## src/rtl/project_pwm_capture.sv

```systemverilog
// PWM period / high-time capture: 2-flop synchronizer, programmable glitch
// filter, edge strobes and an IDLE/HIGH/LOW measurement FSM.
module project_pwm_capture #(
   parameter int P_WIDTH = 16
) (
   input  logic               i_clk,
   input  logic               i_reset,
   input  logic               i_en,
   input  logic               i_pwm,
   input  logic [3:0]         i_filter,
   input  logic               i_clear,
   output logic [P_WIDTH-1:0] o_period,
   output logic [P_WIDTH-1:0] o_high,
   output logic               o_valid,
   output logic               o_overflow,
   output logic               o_level
);

   typedef enum logic [1:0] {S_IDLE, S_HIGH, S_LOW} state_t;

   localparam logic [P_WIDTH-1:0] CNT_MAX = '1;
   localparam logic [P_WIDTH-1:0] CNT_ONE = {{(P_WIDTH-1){1'b0}}, 1'b1};

   logic [1:0]         sync_q;
   logic               level_q, level_d;
   logic [3:0]         run_q, run_d;
   logic               rise_q, rise_d, fall_q, fall_d;
   state_t             state_q, state_d;
   logic [P_WIDTH-1:0] per_q, per_d, high_q, high_d;
   logic [P_WIDTH-1:0] period_q, period_d, hout_q, hout_d;
   logic               valid_q, valid_d, ovf_q, ovf_d, ovf_set;

   // Level changes once the synchronized input has disagreed for i_filter+1 cycles;
   // '>=' keeps a run from wrapping if i_filter is lowered mid-run.
   always_comb begin
      level_d = level_q;
      run_d   = 4'd0;
      rise_d  = 1'b0;
      fall_d  = 1'b0;
      if (sync_q[1] != level_q) begin
         if (run_q >= i_filter) begin
            level_d = sync_q[1];
            rise_d  = sync_q[1];
            fall_d  = ~sync_q[1];
         end else begin
            run_d = run_q + 4'd1;
         end
      end
   end

   always_comb begin
      state_d  = state_q;
      per_d    = per_q;
      high_d   = high_q;
      period_d = period_q;
      hout_d   = hout_q;
      valid_d  = 1'b0;
      ovf_set  = 1'b0;
      if (!i_en) begin
         state_d = S_IDLE;
         per_d   = '0;
         high_d  = '0;
      end else begin
         case (state_q)
            S_IDLE: begin
               per_d  = '0;
               high_d = '0;
               if (rise_q) begin
                  state_d = S_HIGH;
                  per_d   = CNT_ONE;
                  high_d  = CNT_ONE;
               end
            end
            S_HIGH: begin
               if (per_q == CNT_MAX) begin
                  ovf_set = 1'b1;
                  state_d = S_IDLE;
                  per_d   = '0;
                  high_d  = '0;
               end else begin
                  per_d = per_q + CNT_ONE;
                  if (fall_q) state_d = S_LOW;
                  else        high_d  = high_q + CNT_ONE;
               end
            end
            S_LOW: begin
               // A closing rise is captured even when the period count is all-ones.
               if (rise_q) begin
                  period_d = per_q;
                  hout_d   = high_q;
                  valid_d  = 1'b1;
                  state_d  = S_HIGH;
                  per_d    = CNT_ONE;
                  high_d   = CNT_ONE;
               end else if (per_q == CNT_MAX) begin
                  ovf_set = 1'b1;
                  state_d = S_IDLE;
                  per_d   = '0;
                  high_d  = '0;
               end else begin
                  per_d = per_q + CNT_ONE;
               end
            end
            default: begin
               state_d = S_IDLE;
               per_d   = '0;
               high_d  = '0;
            end
         endcase
      end
      ovf_d = ovf_set | (ovf_q & ~i_clear);
   end

   always_ff @(posedge i_clk or negedge i_reset) begin
      if (!i_reset) begin
         sync_q   <= 2'b00;
         level_q  <= 1'b0;
         run_q    <= 4'd0;
         rise_q   <= 1'b0;
         fall_q   <= 1'b0;
         state_q  <= S_IDLE;
         per_q    <= '0;
         high_q   <= '0;
         period_q <= '0;
         hout_q   <= '0;
         valid_q  <= 1'b0;
         ovf_q    <= 1'b0;
      end else begin
         sync_q   <= {sync_q[0], i_pwm};
         level_q  <= level_d;
         run_q    <= run_d;
         rise_q   <= rise_d;
         fall_q   <= fall_d;
         state_q  <= state_d;
         per_q    <= per_d;
         high_q   <= high_d;
         period_q <= period_d;
         hout_q   <= hout_d;
         valid_q  <= valid_d;
         ovf_q    <= ovf_d;
      end
   end

   assign o_period   = period_q;
   assign o_high     = hout_q;
   assign o_valid    = valid_q;
   assign o_overflow = ovf_q;
   assign o_level    = level_q;

endmodule

```

## config.mk

```make
export PLATFORM = sky130hd
export DESIGN_NAME = project_pwm_capture
export DESIGN_NICKNAME = d
export VERILOG_FILES = /design/src/rtl/project_pwm_capture.sv
export SDC_FILE = /design/constraint.sdc
export NUM_CORES = 1
export LEC_CHECK = 0
export BUFFER_PORTS_ARGS = -buffer_cell sky130_fd_sc_hd__buf_2
export CORE_MARGIN = 2
export CORE_UTILIZATION = 40
export DETAILED_ROUTE_END_ITERATION = 12
export GPL_ROUTABILITY_DRIVEN = 0
export GPL_TIMING_DRIVEN = 1
export MAX_ROUTING_LAYER = met4
export PLACE_DENSITY = 0.64
export SKIP_LAST_GASP = 1
export SLEW_MARGIN = 20
export SYNTH_ARGS = -nofsm -noshare
export SYNTH_HDL_FRONTEND = slang
export SYNTH_SLANG_ARGS = --single-unit
```

## constraint.sdc

```tcl
create_clock -name i_clk -period 1.9 [get_ports i_clk]
set_input_delay 0 -clock i_clk [delete_from_list [all_inputs] [get_ports i_clk]]
set_output_delay 0 -clock i_clk [all_outputs]
set_load 0.01 [all_outputs]
```

== Word level (Yosys, flattened, before mapping) ==
Cells that the tools add are included.
Operators by class
  equal/unequal tests: 8
  muxes and demuxes: 31
  reductions and logical operators: 5
  bitwise logic cells: 4
  order comparisons: 1
  $add $sub $neg: 3
Operator list (count)
  2-to-1 mux 16 bit: 8
  one-hot mux 16 bit (3 select lines): 2
  adder 16 x 1 -> 16 bit, second input constant: 2
  equality test 16 bit, second input constant: 1
  2-to-1 mux 2 bit: 6
  inequality test 4 bit, second input constant: 3
  2-to-1 mux 1 bit: 11
  2-to-1 mux 4 bit: 2
  one-hot mux 2 bit (3 select lines): 1
  AND reduction 3 bit: 2
  adder 4 x 1 -> 4 bit, second input constant: 1
  >= comparator 4 bit: 1
  AND reduction 2 bit: 2
  inequality test 3 bit, second input constant: 1
  equality test 2 x 1 -> 1 bit, second input constant: 1
  equality test 2 bit, second input constant: 1
  zero test 2 bit: 1
  inverter 1 bit: 2
  one-hot mux 1 bit (2 select lines): 1
  AND 1 bit: 1
  inequality test 1 bit: 1
  OR 1 bit: 1
Storage, ports and cells
  word-level logic and storage cells: 64
  output and inout port bits: 35
  flip-flop bits (word level): 77

== Logic depth before layout (Yosys ltp) ==
  word-level depth: 6
  mapped depth: 8
  mapped depth without buffers: 7

== Worst setup path after synthesis ==
OpenSTA, ideal clock, no wires.
  path type: reg-to-reg
  start: register state_q[0]
  end: register high_q[13]
  stages on the path, launching flop included: 9
  arrival time: 1.754 ns
  library setup time: 0.121 ns
  path slack: 0.025 ns
  period minus slack after synthesis: 1.875 ns
  data required time: 1.779 ns
  cells stage by stage: dfrtp_1 > inv_1 > ha_1 > nor2b_1 > a21oi_1 > clkbuf_1 > o2111ai_1 > xor2_1 > nor2_1
Between the ends
  cells in the longest elaborated chain, start to end: 3
  elaborated cells between the ends (all ways): 8
  those cells by class: 4 x eq/ne; 2 x mux; 2 x reduce/logical
RTL lines
  start, declared: line 28  | state_t state_q, state_d;
  start signal, assigned: line 134  | state_q <= state_d;
  equality test 2 bit, or another cell as far along: line 64  | case (state_q)
  one-hot mux 16 bit (3 select lines) or inequality test 4 bit (tied branches)
  2-to-1 mux 16 bit or AND reduction 2 bit (tied branches)
  end signal, assigned: line 136  | high_q <= high_d;
  end, declared: line 29  | logic [P_WIDTH-1:0] per_q, per_d, high_q, high_d;
Parallel ways exist; a longest one is shown, timed or not.
A chain may end at the register's enable or synchronous reset.

== Final worst setup path ==
  start: register state_q[0]
  end: register high_q[6]
Same word-level chain as after synthesis.

==> impl_metrics.py <==
metrics = {
    "route": {
        "first_pass_iters": 4,
        "viasPerCell": 4.98,
        "ant_nets": 0,
        "remaining_drc_errors": 0,
        "wl_per_cell_microns": 13.0,
        "drt_iter0_drc": 68,
        "vias": 2489,
        "drt-total-wl_mm": 6.52,
    },
    "clock_tree": {
        "ctsRootBufferMaster": "clkbuf_8",
        "cts_buffer_depth": 2,
        "h-tree-depth": 3,
        "tritoncts": "yes",
        "cts_sinks": 77,
        "cts_buffers": 9,
        "insertion_delay_ns": 0.35,
        "path_clk_slew_ns": 0.08,
    },
    "place": {
        "dp_hpwl_mm": 4.52,
        "placed_area_sq_mm": 0.00399,
        "dp.cells": 476,
        "io_buffers": 43,
    },
    "floorplanning": {
        "die_w_microns": 97.7,
        "rows": 34,
        "start_util_pct": 40.7,
        "core_sq_mm": 0.00864,
        "io_pins": 44,
        "die_y_microns": 97.7,
        "die_area_sq_mm": 0.00955,
    },
    "setup_path": {
        "worstPathMaxFanout": 6,
        "path_delay_family": "flip-flops",
        "slowest_delay_ns": 0.41,
        "r2r_slack_ns": 0.10,
        "r2r_cells": 8,
        "start_kind": "flop",
        "cp.required_ns": 2.14,
        "worst_ep_arrival_time_ns": 2.04,
        "cp_num_buf_inv": 2,
        "cpMaxStageDelayCell": "dfrtp_1",
        "cp.depth": 8,
        "crit_chain": "inv_1, ha_2, nor2b_4, a21oi_4, clkdlybuf4s15_2, o21ai_0, xnor2_1, nor2_1",
        "critPathCaptureType": "flop",
        "critPathKind": "reg2reg",
    },
    "grt": {
        "grtUsageTotal_pct": 15.2,
        "grt_pass1_vias": 2409,
        "grt_pass1_wl_mm": 11.4,
        "overflow": 0,
        "antenna_found_initial": 0,
        "grt_max_degree": 41,
    },
    "timing": {
        "slew_headroom_pct": 65.0,
        "fmax_ghz": 0.556,
        "slew_violations": 0,
        "setup_violations": 0,
        "rsz0062_at_grt": "yes",
        "skew_ns": 0.00995,
        "fin_crit_ns": 1.80,
        "fin_crit_sh_pct": 94.6,
        "hold_viol": 0,
        "worst_slew_pin_slew_ns": 0.525,
    },
    "final_layout": {
        "areaGrowthSynthToFinish_pct": 23.7,
        "design_area_sq_mm": 0.00435,
        "nets": 407,
        "drive_gt1_share_pct": 31.4,
        "fill_cells": 795,
        "n_antenna_cell": 0,
        "final_cells": 500,
    },
    "synthesis": {
        "synth_area_leader_cell": "dfrtp_1",
        "netlist.area_leader.share_pct": 54.8,
        "netlist_area_sq_mm": 0.00351,
        "synth.distinct_cells": 36,
        "ys_seq_area_share_pct": 54.8,
        "syn_area_per_cell_sq_um": 11.2,
        "yosysWarningCount": 0,
        "postSynthNetCount": 334,
        "ys_ff_latch": 77,
        "synthCells": 314,
        "synth_area_leaders": "dfrtp_1, mux2_2, xor2_1",
    },
    "power_and_ir_drop": {
        "p_leak_nw": 2.12,
        "ir_worst_vdd_mv": 0.425,
        "power-per-cell-area_mw_per_mm2": 887,
    },
    "job": {
        "cap_violations": 0,
    },
    "run_status": {
        "outcome": "finished clean",
    },
    "worst_hold_path": {
        "min_path_type": "in2async",
    },
}
## state kept, by name, summed over array words and instances, names as in the netlist
name and flops:
run_q 4, fall_q 1, high_q 16, state_q 2
per_q 16, rise_q 1, o_valid 1, sync_q 2
o_overflow 1, o_period 16, o_high 16, o_level 1
## report_power, final
group,total [W],switching [W],internal [W]
combinational,0.000624,0.000344,0.000280
sequential,0.00176,0.0000599,0.00170
clock,0.00147,0.000601,0.000873
## what timing repair did
action,CTS,global route
buffers inserted,0,3
gates resized for setup,0,12
hold buffers,4,0
endpoints found under the hold margin,44,0
setup endpoints to repair,0,29
## per-stage QoR
| step | setup TNS, ns | hold WS [ns] | total power, W | utilization [%] | worst slack, ns |
|---|---|---|---|---|---|
| 3_3_place_gp | 0 | 0.0186 | 0.00235 | 46.2 | 0.0696 |
| 5_1_grt | -0.0510 | 0.218 | 0.00407 | 50.3 | -0.0351 |
| 4_1_cts | 0 | 0.187 | 0.00386 | 49.4 | 0.0308 |
| 2_1_floorplan | 0 | -0.296 | 0.00217 | - | 0.0251 |
| 6_report | 0 | 0.169 | 0.00386 | 50.3 | 0.102 |
| 3_5_place_dp | 0 | 0.0253 | 0.00237 | 46.2 | 0.0480 |
## synthesized netlist by cell type
| master | n |
|---|---|
| or2_2 | 2 |
| or3_1 | 2 |
| a21oi_1 | 8 |
| o21ai_1 | 4 |
| a32oi_1 | 1 |
| and4_1 | 1 |
| nor3_1 | 7 |
| nor4_1 | 2 |
| and3_1 | 2 |
| o2111ai_1 | 4 |
| nor2_2 | 1 |
| nor2_1 | 38 |
| xor2_1 | 21 |
| nand4_1 | 5 |
| dfrtp_1 | 77 |
| xnor2_1 | 8 |
| nand2_1 | 17 |
| buf_4 | 1 |
| o31ai_1 | 1 |
| o21ai_0 | 13 |
| buf_2 | 2 |
| nor3b_1 | 2 |
| o41ai_4 | 1 |
| nand4_2 | 1 |
| mux2_2 | 30 |
| o22ai_1 | 2 |
| clkbuf_1 | 6 |
| mux2i_1 | 1 |
| nand2b_1 | 5 |
| nand3_1 | 16 |
| a211o_1 | 1 |
| nand3_2 | 1 |
| inv_1 | 13 |
| ha_1 | 11 |
| nor2b_1 | 4 |
| a21o_1 | 3 |
## final cells by class
| cell class | count | area, sq um | area share [%] |
|---|---|---|---|
| flip-flops and latches | 77 | 1930 | 44.3 |
| multi-input cells | 215 | 1530 | 35.3 |
| inverters | 13 | 48.8 | 1.12 |
| clock buffers | 10 | 128 | 2.94 |
| clock inverters | 6 | 111 | 2.56 |
| repair buffers | 71 | 465 | 10.7 |
| well taps | 108 | 135 | 3.11 |
## placed cells by master (no fill, tap or decap), types with 4 or more instances in the layout
| master | synthesis | routed |
|---|---|---|
| xnor2_1 | 8 | 8 |
| nand2_1 | 17 | 17 |
| clkbuf_8 | 0 | 9 |
| mux2_2 | 30 | 30 |
| nand4_1 | 5 | 5 |
| nor2_1 | 38 | 38 |
| dlygate4sd3_1 | 0 | 4 |
| a21oi_1 | 8 | 6 |
| nand2b_1 | 5 | 5 |
| nand3_1 | 16 | 16 |
| o21ai_0 | 13 | 12 |
| buf_2 | 2 | 42 |
| dfrtp_1 | 77 | 77 |
| inv_1 | 13 | 13 |
| o21ai_1 | 4 | 5 |
| nor3_1 | 7 | 7 |
| buf_4 | 1 | 20 |
| ha_1 | 11 | 10 |
| xor2_1 | 21 | 21 |
## cells by family after synthesis
| group | count (synthesis) | share of synthesized area, % |
|---|---|---|
| compound gates | 38 | 7.05 |
| fa+ha+maj | 11 | 3.92 |
| simple gates | 106 | 14.6 |
| buf+inv | 22 | 2.53 |
| mux | 31 | 9.90 |
| flops | 77 | 54.8 |
| xor+xnor | 29 | 7.23 |
## worst paths after layout
path	from	endpoint
max reg2reg	state_q[0]$_DFFE_PN0P_	high_q[6]$_DFFE_PN0P_
min	i_reset	high_q[10]$_DFFE_PN0P_
max in group asynchronous	i_reset	per_q[15]$_DFF_PN0_
max	state_q[0]$_DFFE_PN0P_	high_q[6]$_DFFE_PN0P_
min reg2reg	sync_q[0]$_DFF_PN0_	sync_q[1]$_DFF_PN0_
min in group i_clk	i_filter[3]	run_q[1]$_DFF_PN0_
## layer usage
layer	global-route usage, %	up-vias	share of wire, %
met5	-	-	0
met4	5.98	0	1.6
met3	3.65	7	3.6
met2	21.8	44	45
met1	20.9	1208	50
li1	-	1230	-
(Power assumes the default switching activity.)
